[src/rtl/gemm_seq.sv]
// Sequential GEMM engine: streams operand pairs from the two source buffers,
// accumulates K products per output and writes N_OUT results to the destination buffer.
module gemm_seq #(
  parameter int K     = 2,
  parameter int N_OUT = 16,
  parameter int AW    = 5,
  parameter int OW    = 4
) (
  input  logic          clk,
  input  logic          reset,
  input  logic          start,
  output logic          busy,
  output logic          done,
  output logic          exec,
  output logic [AW-1:0] ia,
  input  logic [31:0]   a_d,
  input  logic [31:0]   b_d,
  output logic          outr,
  output logic [OW-1:0] oa,
  output logic [31:0]   result
);

  localparam int T  = N_OUT * K;
  localparam int KW = (K > 1) ? $clog2(K) : 1;

  typedef enum logic [2:0] {
    S_IDLE,
    S_RUN,
    S_DRAIN1,
    S_DRAIN2,
    S_DONE
  } state_e;

  state_e        state_q, state_d;
  logic          exec_q, exec_d;
  logic [AW-1:0] ia_q, ia_d;
  logic [KW-1:0] ik_q, ik_d;
  logic [OW-1:0] io_q, io_d;
  logic          vld_q, vld_d;
  logic [KW-1:0] dk_q, dk_d;
  logic [OW-1:0] do_q, do_d;
  logic [31:0]   acc_q, acc_d;
  logic          outr_q, outr_d;
  logic [OW-1:0] oa_q, oa_d;
  logic [31:0]   result_q, result_d;
  logic          busy_q, busy_d;
  logic          done_q, done_d;
  logic [31:0]   prod;

  always_ff @(posedge clk) begin
    if (reset) begin
      state_q  <= S_IDLE;
      exec_q   <= 1'b0;
      ia_q     <= '0;
      ik_q     <= '0;
      io_q     <= '0;
      vld_q    <= 1'b0;
      dk_q     <= '0;
      do_q     <= '0;
      acc_q    <= '0;
      outr_q   <= 1'b0;
      oa_q     <= '0;
      result_q <= '0;
      busy_q   <= 1'b0;
      done_q   <= 1'b0;
    end else begin
      state_q  <= state_d;
      exec_q   <= exec_d;
      ia_q     <= ia_d;
      ik_q     <= ik_d;
      io_q     <= io_d;
      vld_q    <= vld_d;
      dk_q     <= dk_d;
      do_q     <= do_d;
      acc_q    <= acc_d;
      outr_q   <= outr_d;
      oa_q     <= oa_d;
      result_q <= result_d;
      busy_q   <= busy_d;
      done_q   <= done_d;
    end
  end

  always_comb begin
    state_d  = state_q;
    exec_d   = 1'b0;
    ia_d     = ia_q;
    ik_d     = ik_q;
    io_d     = io_q;
    acc_d    = acc_q;
    outr_d   = 1'b0;
    oa_d     = oa_q;
    result_d = result_q;
    // Tags travel with the read so they line up with the returning operand pair.
    vld_d    = exec_q;
    dk_d     = ik_q;
    do_d     = io_q;
    prod     = a_d * b_d;

    case (state_q)
      S_IDLE: begin
        if (start) begin
          state_d = S_RUN;
          exec_d  = 1'b1;
          ia_d    = '0;
          ik_d    = '0;
          io_d    = '0;
        end
      end
      S_RUN: begin
        if (ia_q == AW'(T - 1)) begin
          state_d = S_DRAIN1;
        end else begin
          exec_d = 1'b1;
          ia_d   = ia_q + AW'(1);
          if (ik_q == KW'(K - 1)) begin
            ik_d = '0;
            io_d = io_q + OW'(1);
          end else begin
            ik_d = ik_q + KW'(1);
          end
        end
      end
      S_DRAIN1: state_d = S_DRAIN2;
      S_DRAIN2: state_d = S_DONE;
      S_DONE:   state_d = S_IDLE;
      default:  state_d = S_IDLE;
    endcase

    if (vld_q) begin
      acc_d = (dk_q == '0) ? prod : acc_q + prod;
      if (dk_q == KW'(K - 1)) begin
        outr_d   = 1'b1;
        result_d = acc_d;
        oa_d     = do_q;
      end
    end

    busy_d = (state_d != S_IDLE);
    done_d = (state_d == S_DONE);
  end

  assign busy   = busy_q;
  assign done   = done_q;
  assign exec   = exec_q;
  assign ia     = ia_q;
  assign outr   = outr_q;
  assign oa     = oa_q;
  assign result = result_q;

endmodule

[config.mk]
export PLATFORM = sky130hd
export DESIGN_NAME = gemm_seq
export DESIGN_NICKNAME = d
export VERILOG_FILES = /design/src/rtl/gemm_seq.sv
export SDC_FILE = /design/constraint.sdc
export NUM_CORES = 1
export LEC_CHECK = 0
export CAP_MARGIN = 20
export CORE_UTILIZATION = 39
export DETAILED_ROUTE_END_ITERATION = 6
export SLEW_MARGIN = 20
export SYNTH_ARGS = -nofsm -noshare
export SYNTH_HDL_FRONTEND = slang
export SYNTH_SLANG_ARGS = --single-unit
[constraint.sdc]
create_clock -name clk -period 11.3 [get_ports clk]
set_input_delay 2.26 -clock clk [delete_from_list [all_inputs] [get_ports clk]]
set_output_delay 2.26 -clock clk [all_outputs]
set_load 0.005 [all_outputs]
==> summary.md, run 1 <==
| Metric | Value |
|---|---|
| Site Rows | `83` |
| Max Cap Viol | `0` |
| Die Footprint | `53900 um^2` |
| Mapped Cells | `2326` |
| RSZ-0062 raised after global routing | `no` |
| Data required time of the worst path | `11.57 ns` |
| Clock sinks | `91` |
| Routed len/inst | `~18 um` |
| R2r endpoint | `acc_q[30]` |
| Chip Width | `about 230 um` |
| EDFF count, synth | `0` |
| Crit path launch | `a_d[12]` |
| Crit path DAT | `11.28 ns` |
| Antenna viol nets, final | `0` |
| Slew HR | `33.2%` |
| Core Area | `51800 um^2` |
| Worst-Margin Slew | `0.988 ns` |
| Via count | `roughly 16000` |
| Class of the worst hold path | `register to register` |
| DR iter-0 viols | `975` |
| Slowest stage delay, CP | `0.84 ns` |
| Post-synth top area cell | `fa_1` |
| Largest family of logic cells by synthesized area | `adder cells` |
| Outcome | `completed` |
| Critical path endpoint | `acc_q[31]` |
| Vias in the first global route | `16900` |
| Met2 global-route usage | `36.1%` |
| Post-synthesis adder-cell area fraction | `49.3%` |
| Largest net degree at the start of global routing | `81` |
| CP Capture Type | `register` |
| Compound-cell area share of the yosys netlist | `8.61%` |
| Final WS setup | `0.293 ns` |
| I/O Buffers | `111` |
| Worst r2r src | `acc_q[0]` |
| Initial Util | `39.8%` |
| Slowest-stage cell, CP | `clkdlybuf4s50_1` |
| IO Count | `112` |
| Clk_skew | `0.00993 ns` |
| Post-layout minimum cycle time | `11.01 ns` |
| Layout fillers | `~5000` |
| Gr busiest metal | `met2` |
| Final GP Congestion | `~0.91` |
| CTS H-tree lvls | `3` |
| Mux cell area share after synthesis | `0.630%` |
| Main synth FF type | `dfxtp_1` |
| Total track usage | `roughly 22%` |
| Post-synth ARST share | `0%` |
| Via density | `5.14` |
| Setup WS pre-CTS | `-0.0419 ns` |
| CTS buffer count | `9` |
| Area growth syn-to-layout | `12.3%` |
| Startpoint Class | `input port` |
| Clock slew at reported path FFs | `roughly 0.080 ns` |
| Setup_tns | `0 ns` |
| Final Max Slew Viols | `0` |
| Seq cells post-synth | `91` |
| Area share of the largest cell type after synthesis | `about two fifths` |
| Cells on worst reg2reg path | `11` |
| Ratio of cells with drive above 1 in the final layout | `5.24%` |
| Initial antenna violation count | `2` |
| Synth unique cells | `65` |
| XOR/XNOR Fraction of Synth Area | `~4.6%` |
| Post-synthesis cell area | `20600 um^2` |
| CTS tree | `yes` |
| Most used cell, CP | `fa_1` |
| Achievable frequency | `90.9 MHz` |
| Fin. Hold Viols | `0` |
| DP Wirelength | `47200 um` |
| Sequential-to-total area share from yosys stat | `8.83%` |
| CP Class | `input port to register` |
| Clk_lat worst skew | `~0.36 ns` |
| Post-Syn Nets | `slightly below 3000` |
| Met1 Use GR | `31.7%` |
| WL final | `approximately 57000 um` |
| Final Net Count | `3053` |
| GR Util met3 | `2.97%` |
| Start point of the worst hold path | `do_q[3]` |
| Global route overflow | `0` |
| Residual DRC count | `0` |
| Final setup vio count | `0` |
| Warnings from Yosys | `0` |
| Syn avg cell area | `8.87 um^2` |
| N_diodes | `0` |
| Critical path peak fanout | `12` |
| Clock Tree Root | `clkbuf_16` |
| Initial DRT Pass Iterations | `5` |
| Register-to-register setup slack | `7.75 ns` |
| First-pass GRT wire length | `93000 um` |
| Largest buffer count on any clock path | `2` |
| Simple-gate share of the synthesized area | `18.6%` |
| Synth area leaders | `fa_1 (40%), ha_1 (9.6%), dfxtp_1 (8.8%)` |
| DIE HEIGHT | `232 um` |
| Crit share post-route | `97.4%` |
## layout make-up
cell class / instances / area (um^2) / share of cell area [%]
Clock buffer: 9 / 225 / 0.971
Tap cell: 680 / 851 / 3.67
Clock inverter: 7 / 70.1 / 0.302
Inverter: 409 / 1540 / 6.62
Sequential cell: 91 / 1820 / 7.86
Multi-Input combinational cell: 1713 / 16900 / 72.7
Timing Repair Buffer: 194 / 1820 / 7.83
## flip-flops by register name (all words and copies together) (netlist names)
signal / cells
do_q: 4
outr: 1
state_q: 3
dk_q: 1
done: 1
oa: 4
busy: 1
do_d: 4
dk_d: 1
vld_q: 1
acc_q: 32
ia: 5
exec: 1
result: 32
## critical path: cells and delay by family
family | cells | cell delay, ns
AO/OA/AOI/OAI | 10 | 2.51
XOR/XNOR | 2 | 0.34
adder cells (fa/ha/maj) | 10 | 4.16
buffers and inverters | 3 | 0.93
AND/OR/NAND/NOR | 4 | 1.07
## layout by cell type, fill, tap and decap left out, drive strengths merged, types with 14 or more instances in the layout
master	count
xor2	31
o21a	19
dfxtp	91
xnor2	74
and2	283
inv	412
a21oi	68
ha	159
nand2	307
fa	409
nor2	77
a21o	23
a211oi	43
nand2b	14
o21ai	34
buf	84
clkdlybuf4s50	105
nor3	20
## worst min path at each step
| stage | endpoint | slack, ns | cells after the start |
|---|---|---|---|
| finish | oa[3] | 0.44 | 2 |
| global route | oa[1] | 0.45 | 2 |
| CTS | oa[1] | 0.44 | 2 |
| detailed placement | oa[1] | 0.43 | 2 |
| global placement | oa[2] | 0.42 | 2 |
| floorplan | oa[0] | 0.42 | 2 |
## routing by layer
layer	wire, um	part of all wire (%)
met5	0	0
met3	3100	5.4
met2	26800	47
met1	26700	47
met4	622	1.1
## Yosys cell counts, drive strengths merged (3+ instances only)
library cell  number
nand2b            14
nand4              3
nand3              9
clkbuf           111
dfxtp             91
o21ai             34
mux2i             13
o21bai             6
o22ai              8
a221oi             4
ha               159
a311oi             3
o221a              6
nor3              20
a21o              23
or2                9
and3              10
inv              409
fa               409
and4               4
a221o              3
a211o              3
a31oi              6
nor2              77
nor2b             12
a2111oi            5
and2             283
xor2              31
or3                9
xnor2             74
o21a              19
a211oi            43
a21oi             68
nand2            307
a21boi             4
nor3b              3
a22oi              3
## timing repair
item / CTS / global route
gates resized for setup: 0 / 5
hold buffers: 0 / 0
setup endpoints to repair: 0 / 4
setup buffers: 0 / 0
## through the flow
| step | utilization (%) | instances | hold WS, ns | area, um^2 |
|---|---|---|---|---|
| 3_5_place_dp | 44.2 | 3087 | 0.427 | 22900 |
| 2_1_floorplan | - | 2326 | 0.417 | 20600 |
| 4_1_cts | 44.7 | 3103 | 0.439 | 23200 |
| 6_report | 44.7 | 3103 | 0.439 | 23200 |
| 3_3_place_gp | 44.2 | 3087 | 0.422 | 22900 |
| 5_1_grt | 44.7 | 3103 | 0.451 | 23200 |
## cell families after synthesis
group,count (synthesis)
DFF,91
muxes,13
adders and majority gates,568
xor gates and xnor gates,106
and+or+nand+nor,767
AOI/OAI and AO/OA,259
buffers and inverters,522
Power of run 1 is left out: the tool's default activity adds up to more than one toggle a clock period on the data nets, which glitch-free logic cannot reach.
==> run 2, diff against run 1 <==
- CORE_ASPECT_RATIO: not set -> 1.4
- HOLD_SLACK_MARGIN: not set -> 0.08
- SLEW_MARGIN: 20 -> 40
==> run 2 against run 1 <==
Wire length grew 5.4%; global-route usage grew 1.6 points; hold slack gained 0.012 ns; sequential share of layout area shrank 0.054 points; critical path depth grew 2; first-iteration DRC count shrank 16%; setup slack gained 0.10 ns; critical endpoint unchanged.
==> summary.md, run 2 (synthesized netlist as in run 1, its figures left out) <==
| Metric | Value |
|---|---|
| Fin area | `23300 um^2` |
| Register-to-register setup slack | `7.85 ns` |
| CP Class | `input port to register` |
| Area growth syn-to-layout | `13.1%` |
| IO Count | `112` |
| Data required time of the worst path | `11.58 ns` |
| Clock sinks | `91` |
| Clk_lat worst skew | `0.36 ns` |
| Largest net degree at the start of global routing | `60` |
| Placed inst area | `approximately 23000 um^2` |
| Cells on worst reg2reg path | `11` |
| Via density | `5.12` |
| WHS Path Cells | `2` |
| Clk_skew | `0.00964 ns` |
| Antenna viol nets, final | `0` |
| Final Max Slew Viols | `0` |
| Global route overflow | `0` |
| DP Wirelength | `between 50000 and 60000 um` |
| Critical path peak fanout | `10` |
| Final Net Count | `~3000` |
| Non-filler instance count after layout | `3138` |
| Most used cell, CP | `fa_1` |
| Routed len/inst | `19.2 um` |
| Initial Util | `39.6%` |
| Core Area | `52100 um^2` |
| Largest buffer count on any clock path | `2` |
| Startpoint Class | `input port` |
| Fin Hold WS | `0.451 ns` |
| Crit share post-route | `96.5%` |
| N_diodes | `0` |
| Slowest stage delay, CP | `0.71 ns` |
| Slowest-stage cell, CP | `clkdlybuf4s50_1` |
| Class of the worst hold path | `register to register` |
| Cts hold-fix bufs | `0` |
| Ratio of cells with drive above 1 in the final layout | `under 10%` |
| CTS H-tree lvls | `3` |
| Via count | `16100` |
| Worst r2r src | `acc_q[0]` |
| Post-layout minimum cycle time | `10.91 ns` |
| Outcome | `completed` |
| Initial DRT Pass Iterations | `5` |
| Crit path DAT | `11.19 ns` |
| R2r endpoint | `acc_q[30]` |
| Start point of the worst hold path | `do_q[1]` |
| Residual DRC count | `0` |
| Fin. Hold Viols | `0` |
| Layout fillers | `5095` |
| Placed Cells | `3122` |
| CTS tree | `yes` |
| Setup_tns | `0 ns` |
| Vias in the first global route | `~18000` |
| Worst-Margin Slew | `~0.75 ns` |
| Clock Tree Root | `clkbuf_16` |
| Achievable frequency | `91.7 MHz` |
| Site Rows | `slightly below 100` |
| Total track usage | `23.7%` |
| WHS Endpoint | `oa[1]` |
| CP Capture Type | `register` |
| Final setup vio count | `0` |
| Clock slew at reported path FFs | `0.07 ns` |
| DR iter-0 viols | `818` |
| RSZ-0062 raised after global routing | `no` |
| Final GP Congestion | `0.920` |
| Initial antenna violation count | `0` |
| Die Footprint | `53900 um^2` |
| DIE HEIGHT | `274 um` |
| Slew HR | `49.7%` |
| Commonest non-fill, non-tap cells in the layout | `inv_1 (409), fa_1 (409), nand2_1 (306)` |
| CTS buffer count | `9` |
| First-pass GRT wire length | `98400 um` |
| I/O Buffers | `111` |
| Max Cap Viol | `0` |
| WL final | `60300 um` |
| Chip Width | `196 um` |
run 2: cell count changes in the layout (fill, tap and decap cells not counted), sizes merged:
cell	delta
clkdlybuf4s50	+3
bufinv	+1
buf	+8
dlymetal6s2s	-3
clkinvlp	+1
clkinv	-2
run 2: how the worst max path moves through the flow:
stage,start,endpoint,slack (ns),depth (start not counted)
finish,a_d[13],acc_q[31],0.39,31
global route,a_d[13],acc_q[31],0.0001,31
CTS,b_d[2],acc_q[30],0.12,33
detailed placement,b_d[2],acc_q[30],-0.25,33
global placement,b_d[2],acc_q[30],-0.11,33
floorplan,b_d[3],acc_q[31],1.12,31
run 2: metal layers:
layer	global-route usage, %	wire [um]	up-vias	share of wire [%]
met3	2.45	2880	118	4.8
met1	28.4	24100	8164	40
met5	0	0	-	0
li1	-	-	7337	-
met4	10.9	2960	0	4.9
met2	42.3	30400	458	50
run 2: critical path: cells and delay by family:
family | cells | cell delay (ns)
xor gates and xnor gates | 2 | 0.37
adders and majority gates | 10 | 4.72
AOI/OAI and AO/OA | 8 | 1.72
buffers and inverters | 6 | 1.28
and+or+nand+nor | 5 | 0.82
run 2: what timing repair did:
action	CTS	global route
buffers inserted	0	0
resized for setup	0	4
endpoints found under the setup margin	0	15
run 2: area by class of cell:
class / count / area, um^2 / area share, %
inverter: 409 / 1540 / 6.58
timing repair buffer: 202 / 1910 / 8.17
clock buffer: 9 / 225 / 0.965
tap: 707 / 885 / 3.79
multi-input combinational: 1713 / 16900 / 72.3
clock inverter: 7 / 91.3 / 0.391
sequential: 91 / 1820 / 7.80
run 2: per-stage QoR:
stage / utilization [%] / setup slack [ns]
after CTS: 44.7 / 0.119
after global placement: 44.1 / -0.107
final: 44.8 / 0.394
after global routing: 44.8 / 0.000125
after detailed placement: 44.1 / -0.246
after floorplan: - / 1.12
Power of run 2 is left out for the same reason.
==> run 3, diff against run 2 <==
- CELL_PAD_IN_SITES_DETAIL_PLACEMENT: not set -> 1
- CELL_PAD_IN_SITES_GLOBAL_PLACEMENT: not set -> 2
- CORE_ASPECT_RATIO: 1.4 -> not set
- PLACE_DENSITY_LB_ADDON: not set -> 0.1
==> run 3 against run 2 <==
Via count fell by 0.80%; hold slack worse by 0.011 ns; cell count down 0.83%; wire length up 5.9%; core utilization up 0.088 points; sequential share of layout area is essentially flat; setup slack improved by 0.060 ns; die area about the same; critical endpoint unchanged; largest cell class unchanged.
==> summary.md, run 3 (synthesized netlist as in run 1, its figures left out) <==
| Metric | Value |
|---|---|
| Max Cap Viol | `0` |
| Vias in the first global route | `17700` |
| Routed len/inst | `between 20 and 25 um` |
| Core Area | `around 52000 um^2` |
| Clock Tree Root | `clkbuf_16` |
| Achievable frequency | `92.2 MHz` |
| Cells on worst reg2reg path | `12` |
| WHS Path Cells | `2` |
| Largest net degree at the start of global routing | `81` |
| Final Net Count | `3061` |
| R2r endpoint | `acc_q[30]` |
| Worst-Margin Slew | `about 0.76 ns` |
| Clock slew at reported path FFs | `0.07 ns` |
| DR iter-0 viols | `~800` |
| IO Count | `112` |
| I/O Buffers | `111` |
| Class of the worst hold path | `register to register` |
| Slew HR | `49.4%` |
| Final GP Congestion | `0.901` |
| Post-layout minimum cycle time | `10.85 ns` |
| Area growth syn-to-layout | `12.6%` |
| Fin. Hold Viols | `0` |
| Setup_tns | `0 ns` |
| Initial Util | `39.8%` |
| Data required time of the worst path | `11.58 ns` |
| Start point of the worst hold path | `do_q[1]` |
| Final Max Slew Viols | `0` |
| Antenna viol nets, final | `0` |
| Crit path DAT | `11.13 ns` |
| Residual DRC count | `0` |
| Most used cell, CP | `fa_1` |
| Total track usage | `25.0%` |
| Ratio of cells with drive above 1 in the final layout | `5.59%` |
| Outcome | `completed` |
| Initial antenna violation count | `0` |
| Final WS setup | `~0.45 ns` |
| First-pass GRT wire length | `103000 um` |
| Site Rows | `83` |
| Chip Width | `232 um` |
| Final setup vio count | `0` |
| Postcts setup bufs | `0` |
| Largest buffer count on any clock path | `2` |
| Clk_lat worst skew | `~0.36 ns` |
| WL final | `63900 um` |
| Slowest-stage cell, CP | `clkdlybuf4s50_1` |
| CP Capture Type | `register` |
| Via density | `5.13` |
| Critical path peak fanout | `13` |
| Clock sinks | `a little over 90` |
| Worst r2r src | `acc_q[0]` |
| Slowest stage delay, CP | `0.96 ns` |
| Crit share post-route | `96.0%` |
| WHS Endpoint | `oa[1]` |
| CP Class | `input port to register` |
| DP Wirelength | `between 50000 and 60000 um` |
| CTS H-tree lvls | `3` |
| Via count | `15900` |
| Setup WS pre-CTS | `0.0479 ns` |
| Clk_skew | `0.00672 ns` |
| Commonest non-fill, non-tap cells in the layout | `inv_1 (409), fa_1 (409), nand2_1 (307)` |
| DIE HEIGHT | `232 um` |
| Startpoint Class | `input port` |
| Die Footprint | `53900 um^2` |
| CTS buffer count | `9` |
| CTS tree | `yes` |
| Initial DRT Pass Iterations | `5` |
| Register-to-register setup slack | `7.65 ns` |
| Global route overflow | `0` |
| RSZ-0062 raised after global routing | `no` |
[run 3: cell types whose count changed in the layout (fill, tap and decap cells not counted), sizes merged]
cell / change
bufinv: -1
clkdlybuf4s50: -6
clkinvlp: +1
diode: +1
dlymetal6s2s: +6
[run 3: timing repair]
item                       4_1_cts  5_1_grt
setup endpoints to repair        0       10
resized for setup                0        9
hold buffers                     0        0
[run 3: area by class of cell]
class	instances	area (um^2)
sequential	91	1820
timing repair buffer	202	1880
fill	6053	28600
multi-input combinational	1713	16900
tap	680	851
inverter	409	1540
clock inverter	7	60.1
antenna	1	2.50
clock buffer	9	225
[run 3: stage by stage]
step / instance area (um^2) / utilization (%) / std cells / hold WS, ns
finish: 23200 / 44.9 / 3112 / 0.440
global route: 23200 / 44.9 / 3111 / 0.460
CTS: 23200 / 44.8 / 3111 / 0.444
detailed placement: 22900 / 44.3 / 3095 / 0.434
global placement: 22900 / 44.2 / 3095 / 0.429
floorplan: 20600 / - / 2326 / 0.417
[run 3: per-layer routing]
metal | share of wire (%) | vias up | GRT usage, %
li1 | - | 7353 | -
met1 | 47 | 8246 | 35.9
met2 | 47 | 299 | 40.2
met3 | 4.8 | 49 | 3.93
met4 | 1.3 | 2 | 3.50
met5 | 0.23 | - | 2.02
[run 3: how the worst max path moves through the flow]
stage / from / to / cells after the start
6_report: b_d[13] / acc_q[31] / 31
5_1_grt: b_d[5] / result[31] / 33
4_1_cts: b_d[6] / acc_q[31] / 29
3_5_place_dp: a_d[6] / acc_q[31] / 32
3_3_place_gp: a_d[8] / acc_q[31] / 30
2_1_floorplan: b_d[3] / acc_q[31] / 31
[run 3: worst max-delay path, delay by kind of cell]
family                     cells  cell delay (ns)
and+or+nand+nor                3             0.52
xor gates and xnor gates       2             0.32
AOI/OAI and AO/OA             12             2.80
buffers and inverters          4             1.11
adders and majority gates     10             4.11
Power of run 3 is left out for the same reason.
